### src/rtl/fb_scan_arb_if.sv
// Host write port and framebuffer RAM port of the scan-out arbiter.
//   host_req/host_addr/host_wdata -> host_gnt : host write handshake
//   mem_en/mem_we/mem_addr/mem_wdata, mem_rdata : single-port RAM bus
// slave  : the arbiter side (drives grant and RAM controls)
// master : the host + RAM side (drives requests and read data)
interface fb_scan_arb_if #(
  parameter int ADDR_W = 19,
  parameter int PIX_W  = 12
);
  logic              host_req;
  logic [ADDR_W-1:0] host_addr;
  logic [PIX_W-1:0]  host_wdata;
  logic              host_gnt;
  logic              mem_en;
  logic              mem_we;
  logic [ADDR_W-1:0] mem_addr;
  logic [PIX_W-1:0]  mem_wdata;
  logic [PIX_W-1:0]  mem_rdata;

  modport slave (
    input  host_req, host_addr, host_wdata, mem_rdata,
    output host_gnt, mem_en, mem_we, mem_addr, mem_wdata
  );

  modport master (
    output host_req, host_addr, host_wdata, mem_rdata,
    input  host_gnt, mem_en, mem_we, mem_addr, mem_wdata
  );
endinterface

### src/rtl/fb_scan_arb.sv
// Framebuffer scan-out controller and RAM arbiter.
// Prefetches raster-order pixels into a FIFO and presents one pixel per
// active cycle, sharing the single RAM port with a host write port.
// Ports:
//   clk_pix, rst_pix_n : pixel clock, async active-low reset
//   sx, sy, de         : raster position / active strobe from timing gen
//   bus                : host write handshake + RAM bus (fb_scan_arb_if)
//   pix_data, pix_de   : registered pixel and its aligned active strobe
//   underflow          : sticky, set when de finds the FIFO empty
module fb_scan_arb #(
  parameter int H_ACT_PIX   = 640,
  parameter int V_ACT_LINES = 480,
  parameter int ADDR_W      = 19,
  parameter int PIX_W       = 12,
  parameter int FIFO_DEPTH  = 16
) (
  input  logic             clk_pix,
  input  logic             rst_pix_n,
  input  logic [11:0]      sx,
  input  logic [11:0]      sy,
  input  logic             de,
  fb_scan_arb_if.slave     bus,
  output logic [PIX_W-1:0] pix_data,
  output logic             pix_de,
  output logic             underflow
);

  localparam int PTR_W = $clog2(FIFO_DEPTH);
  localparam logic [PTR_W:0]    DEPTH_L = (PTR_W+1)'(FIFO_DEPTH);
  localparam logic [PTR_W:0]    HALF_L  = (PTR_W+1)'(FIFO_DEPTH / 2);
  localparam logic [ADDR_W-1:0] FRAME_L = ADDR_W'(H_ACT_PIX * V_ACT_LINES);
  localparam logic [11:0]       VACT_L  = 12'(V_ACT_LINES);

  typedef enum logic [1:0] {WAIT_VB, PRIME, ACTIVE} state_e;

  state_e            state_q, state_d;
  logic [ADDR_W-1:0] fetch_cnt_q, fetch_cnt_d;
  logic [PTR_W:0]    wr_ptr_q, wr_ptr_d, rd_ptr_q, rd_ptr_d;
  logic              inflight_q, inflight_d;
  logic [PIX_W-1:0]  pix_data_q, pix_data_d;
  logic              pix_de_q, pix_de_d;
  logic              underflow_q, underflow_d;
  logic [PIX_W-1:0]  fifo_mem [FIFO_DEPTH];

  logic           in_vb, flush, fetch_want, urgent, fetch_gnt, host_win;
  logic           empty, pop, push;
  logic [PTR_W:0] occ, level;

  // Raster order comes from fetch_cnt, so the horizontal position is not needed.
  logic unused_sx;
  assign unused_sx = ^sx;

  always_comb begin
    in_vb = (sy >= VACT_L);

    state_d = state_q;
    case (state_q)
      WAIT_VB: if (in_vb)  state_d = PRIME;
      PRIME:   if (!in_vb) state_d = ACTIVE;
      ACTIVE:  if (in_vb)  state_d = PRIME;
      default:             state_d = WAIT_VB;
    endcase

    // Flush on the edge that enters PRIME; the read issued this cycle is dropped.
    flush = (state_d == PRIME) && (state_q != PRIME);

    occ   = wr_ptr_q - rd_ptr_q;
    level = occ + {{PTR_W{1'b0}}, inflight_q};

    fetch_want = (state_q != WAIT_VB) && (level < DEPTH_L) && (fetch_cnt_q < FRAME_L);
    urgent     = fetch_want && (state_q == ACTIVE) && (occ < HALF_L);

    // Gated by reset so the RAM port is quiet while reset is held.
    fetch_gnt = rst_pix_n && (urgent || (!bus.host_req && fetch_want));
    host_win  = rst_pix_n && !urgent && bus.host_req;

    bus.mem_en    = 1'b0;
    bus.mem_we    = 1'b0;
    bus.mem_addr  = '0;
    bus.mem_wdata = '0;
    bus.host_gnt  = 1'b0;
    if (fetch_gnt) begin
      bus.mem_en   = 1'b1;
      bus.mem_addr = fetch_cnt_q;
    end else if (host_win) begin
      bus.mem_en    = 1'b1;
      bus.mem_we    = 1'b1;
      bus.mem_addr  = bus.host_addr;
      bus.mem_wdata = bus.host_wdata;
      bus.host_gnt  = 1'b1;
    end

    empty = (occ == '0);
    pop   = de && !empty;
    push  = inflight_q && !flush;

    pix_data_d  = pop ? fifo_mem[rd_ptr_q[PTR_W-1:0]] : '0;
    pix_de_d    = de;
    underflow_d = underflow_q | (de & empty);

    wr_ptr_d    = flush ? '0 : wr_ptr_q + {{PTR_W{1'b0}}, push};
    rd_ptr_d    = flush ? '0 : rd_ptr_q + {{PTR_W{1'b0}}, pop};
    fetch_cnt_d = flush ? '0 : fetch_cnt_q + {{(ADDR_W-1){1'b0}}, fetch_gnt};
    inflight_d  = fetch_gnt && !flush;
  end

  always_ff @(posedge clk_pix or negedge rst_pix_n) begin
    if (!rst_pix_n) begin
      state_q     <= WAIT_VB;
      fetch_cnt_q <= '0;
      wr_ptr_q    <= '0;
      rd_ptr_q    <= '0;
      inflight_q  <= 1'b0;
      pix_data_q  <= '0;
      pix_de_q    <= 1'b0;
      underflow_q <= 1'b0;
    end else begin
      state_q     <= state_d;
      fetch_cnt_q <= fetch_cnt_d;
      wr_ptr_q    <= wr_ptr_d;
      rd_ptr_q    <= rd_ptr_d;
      inflight_q  <= inflight_d;
      pix_data_q  <= pix_data_d;
      pix_de_q    <= pix_de_d;
      underflow_q <= underflow_d;
    end
  end

  // Storage needs no reset; the pointers define what is valid.
  always_ff @(posedge clk_pix) begin
    if (push) fifo_mem[wr_ptr_q[PTR_W-1:0]] <= bus.mem_rdata;
  end

  assign pix_data  = pix_data_q;
  assign pix_de    = pix_de_q;
  assign underflow = underflow_q;

endmodule
### src/flat_wrapper.sv
// flat-port wrapper written by rule: the top's interface ports become plain ports
module fb_scan_arb_flat 
#(
  parameter int H_ACT_PIX   = 640,
  parameter int V_ACT_LINES = 480,
  parameter int ADDR_W      = 19,
  parameter int PIX_W       = 12,
  parameter int FIFO_DEPTH  = 16
)
  (clk_pix, rst_pix_n, sx, sy, de, pix_data, pix_de, underflow, bus_host_req, bus_host_addr, bus_host_wdata, bus_mem_rdata, bus_host_gnt, bus_mem_en, bus_mem_we, bus_mem_addr, bus_mem_wdata);
  fb_scan_arb_if #(.ADDR_W(ADDR_W), .PIX_W(PIX_W)) bus_i ();
  input  logic clk_pix;
  input  logic rst_pix_n;
  input  logic [11:0] sx;
  input  logic [11:0] sy;
  input  logic de;
  output logic [PIX_W-1:0] pix_data;
  output logic pix_de;
  output logic underflow;
  input wire logic [$bits(bus_i.host_req)-1:0] bus_host_req;
  input wire logic [$bits(bus_i.host_addr)-1:0] bus_host_addr;
  input wire logic [$bits(bus_i.host_wdata)-1:0] bus_host_wdata;
  input wire logic [$bits(bus_i.mem_rdata)-1:0] bus_mem_rdata;
  output wire logic [$bits(bus_i.host_gnt)-1:0] bus_host_gnt;
  output wire logic [$bits(bus_i.mem_en)-1:0] bus_mem_en;
  output wire logic [$bits(bus_i.mem_we)-1:0] bus_mem_we;
  output wire logic [$bits(bus_i.mem_addr)-1:0] bus_mem_addr;
  output wire logic [$bits(bus_i.mem_wdata)-1:0] bus_mem_wdata;
  assign bus_i.host_req = bus_host_req;
  assign bus_i.host_addr = bus_host_addr;
  assign bus_i.host_wdata = bus_host_wdata;
  assign bus_i.mem_rdata = bus_mem_rdata;
  assign bus_host_gnt = bus_i.host_gnt;
  assign bus_mem_en = bus_i.mem_en;
  assign bus_mem_we = bus_i.mem_we;
  assign bus_mem_addr = bus_i.mem_addr;
  assign bus_mem_wdata = bus_i.mem_wdata;
  fb_scan_arb #(.H_ACT_PIX(H_ACT_PIX), .V_ACT_LINES(V_ACT_LINES), .ADDR_W(ADDR_W), .PIX_W(PIX_W), .FIFO_DEPTH(FIFO_DEPTH)) u_core (.clk_pix(clk_pix), .rst_pix_n(rst_pix_n), .sx(sx), .sy(sy), .de(de), .bus(bus_i), .pix_data(pix_data), .pix_de(pix_de), .underflow(underflow));
endmodule
### config.mk
export PLATFORM = sky130hd
export DESIGN_NAME = fb_scan_arb_flat
export DESIGN_NICKNAME = d
export VERILOG_FILES = /design/src/rtl/fb_scan_arb_if.sv /design/src/rtl/fb_scan_arb.sv /design/src/flat_wrapper.sv
export SDC_FILE = /design/constraint.sdc
export NUM_CORES = 1
export LEC_CHECK = 0
export ABC_AREA = 1
export BUFFER_PORTS_ARGS = -buffer_cell sky130_fd_sc_hd__buf_2
export CORE_UTILIZATION = 33
export DETAILED_ROUTE_END_ITERATION = 6
export HOLD_SLACK_MARGIN = 0.03
export PLACE_DENSITY = 0.48
export SLEW_MARGIN = 0
export SYNTH_ARGS = -nofsm -noshare
export SYNTH_HDL_FRONTEND = slang
export SYNTH_SLANG_ARGS = --single-unit
export TNS_END_PERCENT = 30
### constraint.sdc
create_clock -name clk_pix -period 3.97 [get_ports clk_pix]
set_input_delay 0 -clock clk_pix [delete_from_list [all_inputs] [get_ports clk_pix]]
set_output_delay 0 -clock clk_pix [all_outputs]
set_load 0.01 [all_outputs]
==> metrics.cfg <==
[status]
status = complete, but fails checks
failed_checks = DRC

[floorplan]
die_y_um = 179.2
start_util_pct = 33.69
dieArea_sq_mm = 0.03211
core_area_sq_mm = 0.03075
ioPinCount = 119
dieWidth_um = 179.2
placementRows = 64

[synth]
yosys_register_bits = 238
syn_nets = 1063
yosysWarnings = 0
syn_avg_cell_area_sq_um = 10.56
ys_types = 37
synth_edf_count = 192
netlist_area_sq_mm = 0.01036
synth-seq-area-share_pct = 66.76
synth_flop_cell = edfxtp_1
netlist_instances = 981
async_flop_share_pct = 19.33

[clock_tree]
clockBufferDepth = 3
numClockSinks = 238
htree_levels = 1
clockRootBuffer = clkbuf_16
cts_tree = done
clk_latency_ps = 540
clkTransAtPathRegs_ps = 60
ctsResizeCount = 0
cts_buffers = 27

[worst_hold_path]
hold_class = input pin to flop
worstHoldStart = de

[sta]
setup_viol = 0
period_share_pct = 94.07
min_period_ps = 3734
max_freq_ghz = 0.2678
worst_slew_pin_slew_ps = 1108
relSlewSlack_pct = 26.11
hold_ws_ps = 133.5
slew_violations = 0
skew_ps = 8.050
fin_tns_setup_ps = 0
rsz0062_at_grt = no
finalHoldViolCount = 0

[global_route]
antenna_found_initial = 0
grt_pass1_vias = 7120
grt_pass1_wl_mm = 42.08
grt_max_degree = 97
globalRoute.totalOverflow = 0
grt_usage_pct = 17.60

[power]
netSwitchingFraction_pct = 34.65
clkPwrFrac_pct = 32.3
power_leakage_uw = 0.005063
ir_worst_vdd_mv = 0.2994
seq_power_share_pct = 38.3
switchingPower_uw = 2596
power_frac_comb_pct = 29.4
power_uw = 7491
power.density_mw_per_mm2 = 602.1
intPower_uw = 4895

[critical_path]
critical_path_class = input pin to flop
path_delay_family = buffers and inverters
slowest_delay_ps = 970
crit_path_cell_trace = dlygate4sd3_1, buf_2, nor3_1, dlygate4sd3_1, nand2_1, dlygate4sd3_1, inv_1, nor2_1, inv_1, nand2_2, nor3_4
cp_slowest_cell = nor3_4
critPathLaunch = sy[9]
end_kind = flop
cp.arrival_ps = 3890
cp_num_buf_inv = 6
worstPathRequired_ps = 4130
worst_setup_path_start_kind = input pin
cpMostUsedCell = dlygate4sd3_1
worst-path-max-fanout = 17
r2r_start = u_core.wr_ptr_q[0]

[routing]
ant_nets = 0
vias = 7342
wirelength_mm = 27.70
drtIter0Drc = 427
dr.pass1.iters = 6
drc = 8
viasPerCell = 4.859
wire_per_inst_um = 18.33

[finish]
fin_cells = 1511
multiInputGateArea_sq_mm = 0.003156
nets = 1176
area_delta_synth_final_pct = 20.08
antenna_cells = 0
fillCellCount = 3062
drive_gt1_share_pct = 16.95
seq_area_sq_mm = 0.006919

[placement]
placed_cells = 1443
dp_hpwl_mm = 15.37
gp_congestion = 0.7545
io_buffers = 101

[flow_run]
cap_violations = 0

-- power by group through the flow --
stage | Combinational [uW] | Sequential, uW | Clock [uW]
after global routing | 2490 | 2880 | 2570
after CTS | 2240 | 2870 | 2480
after floorplan | 1460 | 2940 | 0
final | 2200 | 2870 | 2420
after detailed placement | 2210 | 2920 | 0
after global placement | 2210 | 2920 | 0
-- per-layer routing --
layer / wire length (um) / track usage [%]
met3: 724 / 2.248
met5: 0 / 0
met4: 566 / 4.797
met1: 12820 / 23.49
met2: 13600 / 30.00
-- path summary, 6_finish.rpt --
check                           slack (ps)                     end  depth (start not counted)
worst max-delay path                   240  u_core.fifo_mem[11][6]                         11
worst min-delay path                   130           u_core.pix_de                          2
worst min register to register         480        u_core.underflow                          1
max in group asynchronous             3220      u_core.rd_ptr_q[0]                          3
min in group asynchronous              230      u_core.pix_data[8]                          3
worst max register to register         500  u_core.fetch_cnt_q[12]                         24
-- cell usage after synthesis (all sizes together) (10+ instances only) --
| library cell | instances | share of area (%) |
|---|---|---|
| nand2 | 268 | 9.8 |
| edfxtp | 192 | 56 |
| a31oi | 13 | 0.79 |
| inv | 52 | 1.9 |
| clkbuf | 27 | 1.1 |
| a21oi | 22 | 1.1 |
| dfrtp | 46 | 11 |
| nand3 | 159 | 7.8 |
| buf | 25 | 1.4 |
| o21ai | 21 | 1.0 |
| nor2 | 79 | 3.0 |
| ha | 10 | 1.2 |
| nor3 | 34 | 1.6 |
-- layout make-up --
class / instances / share of cell area, %
Clock inverter: 7 / 0.6537
Sequential cell: 238 / 55.62
Multi-Input combinational cell: 638 / 25.36
Inverter: 53 / 1.599
Clock buffer: 43 / 6.246
Tap cell: 396 / 3.983
Timing Repair Buffer: 136 / 6.537
-- cell families after synthesis --
| group | share of synthesized area [%] |
|---|---|
| adders and majority gates | 1.401 |
| DFF | 66.76 |
| xor gates and xnor gates | 1.014 |
| AOI/OAI and AO/OA | 3.466 |
| and+or+nand+nor | 22.96 |
| buffers and inverters | 4.396 |
-- flip-flops by register name, summed over array words and instances (netlist names) --
name                count
u_core.pix_data        12
u_core.rd_ptr_q         5
u_core.state_q          2
u_core.fetch_cnt_q     19
u_core.inflight_q       1
u_core.underflow        1
u_core.wr_ptr_q         5
u_core.fifo_mem       192
u_core.pix_de           1
-- placed cells by master (no fill, tap or decap), drive strengths merged --
cell / count
xor2: 8
o21ai: 21
or2: 1
o221ai: 2
clkbuf: 43
o21bai: 1
nand3: 159
fa: 1
o211ai: 1
a31oi: 13
buf: 118
xnor2: 4
a21oi: 22
clkinvlp: 1
dfrtp: 46
nand4: 8
nor3b: 1
dlygate4sd3: 18
bufinv: 1
nand2: 268
a32oi: 1
nor3: 34
inv: 53
o2111ai: 1
ha: 10
clkinv: 5
edfxtp: 192
nor4: 1
o22ai: 2
nor2: 79
-- per-stage QoR --
stage               utilization [%]  setup slack (ps)  cell area [sq um]
finish                        40.46             235.5              12440
global route                  40.46             25.15              12440
CTS                           40.46             238.7              12440
detailed placement            37.08             511.2              11400
global placement              37.08             544.8              11400
floorplan                         -             562.2              10360
-- what timing repair did --
| action | 4_1_cts | 5_1_grt |
|---|---|---|
| setup buffers | 0 | 0 |
| setup endpoints to repair | 0 | 0 |
| hold endpoints to repair | 244 | 0 |
| hold buffers | 18 | 0 |
Power figures use the tool's default switching activity.
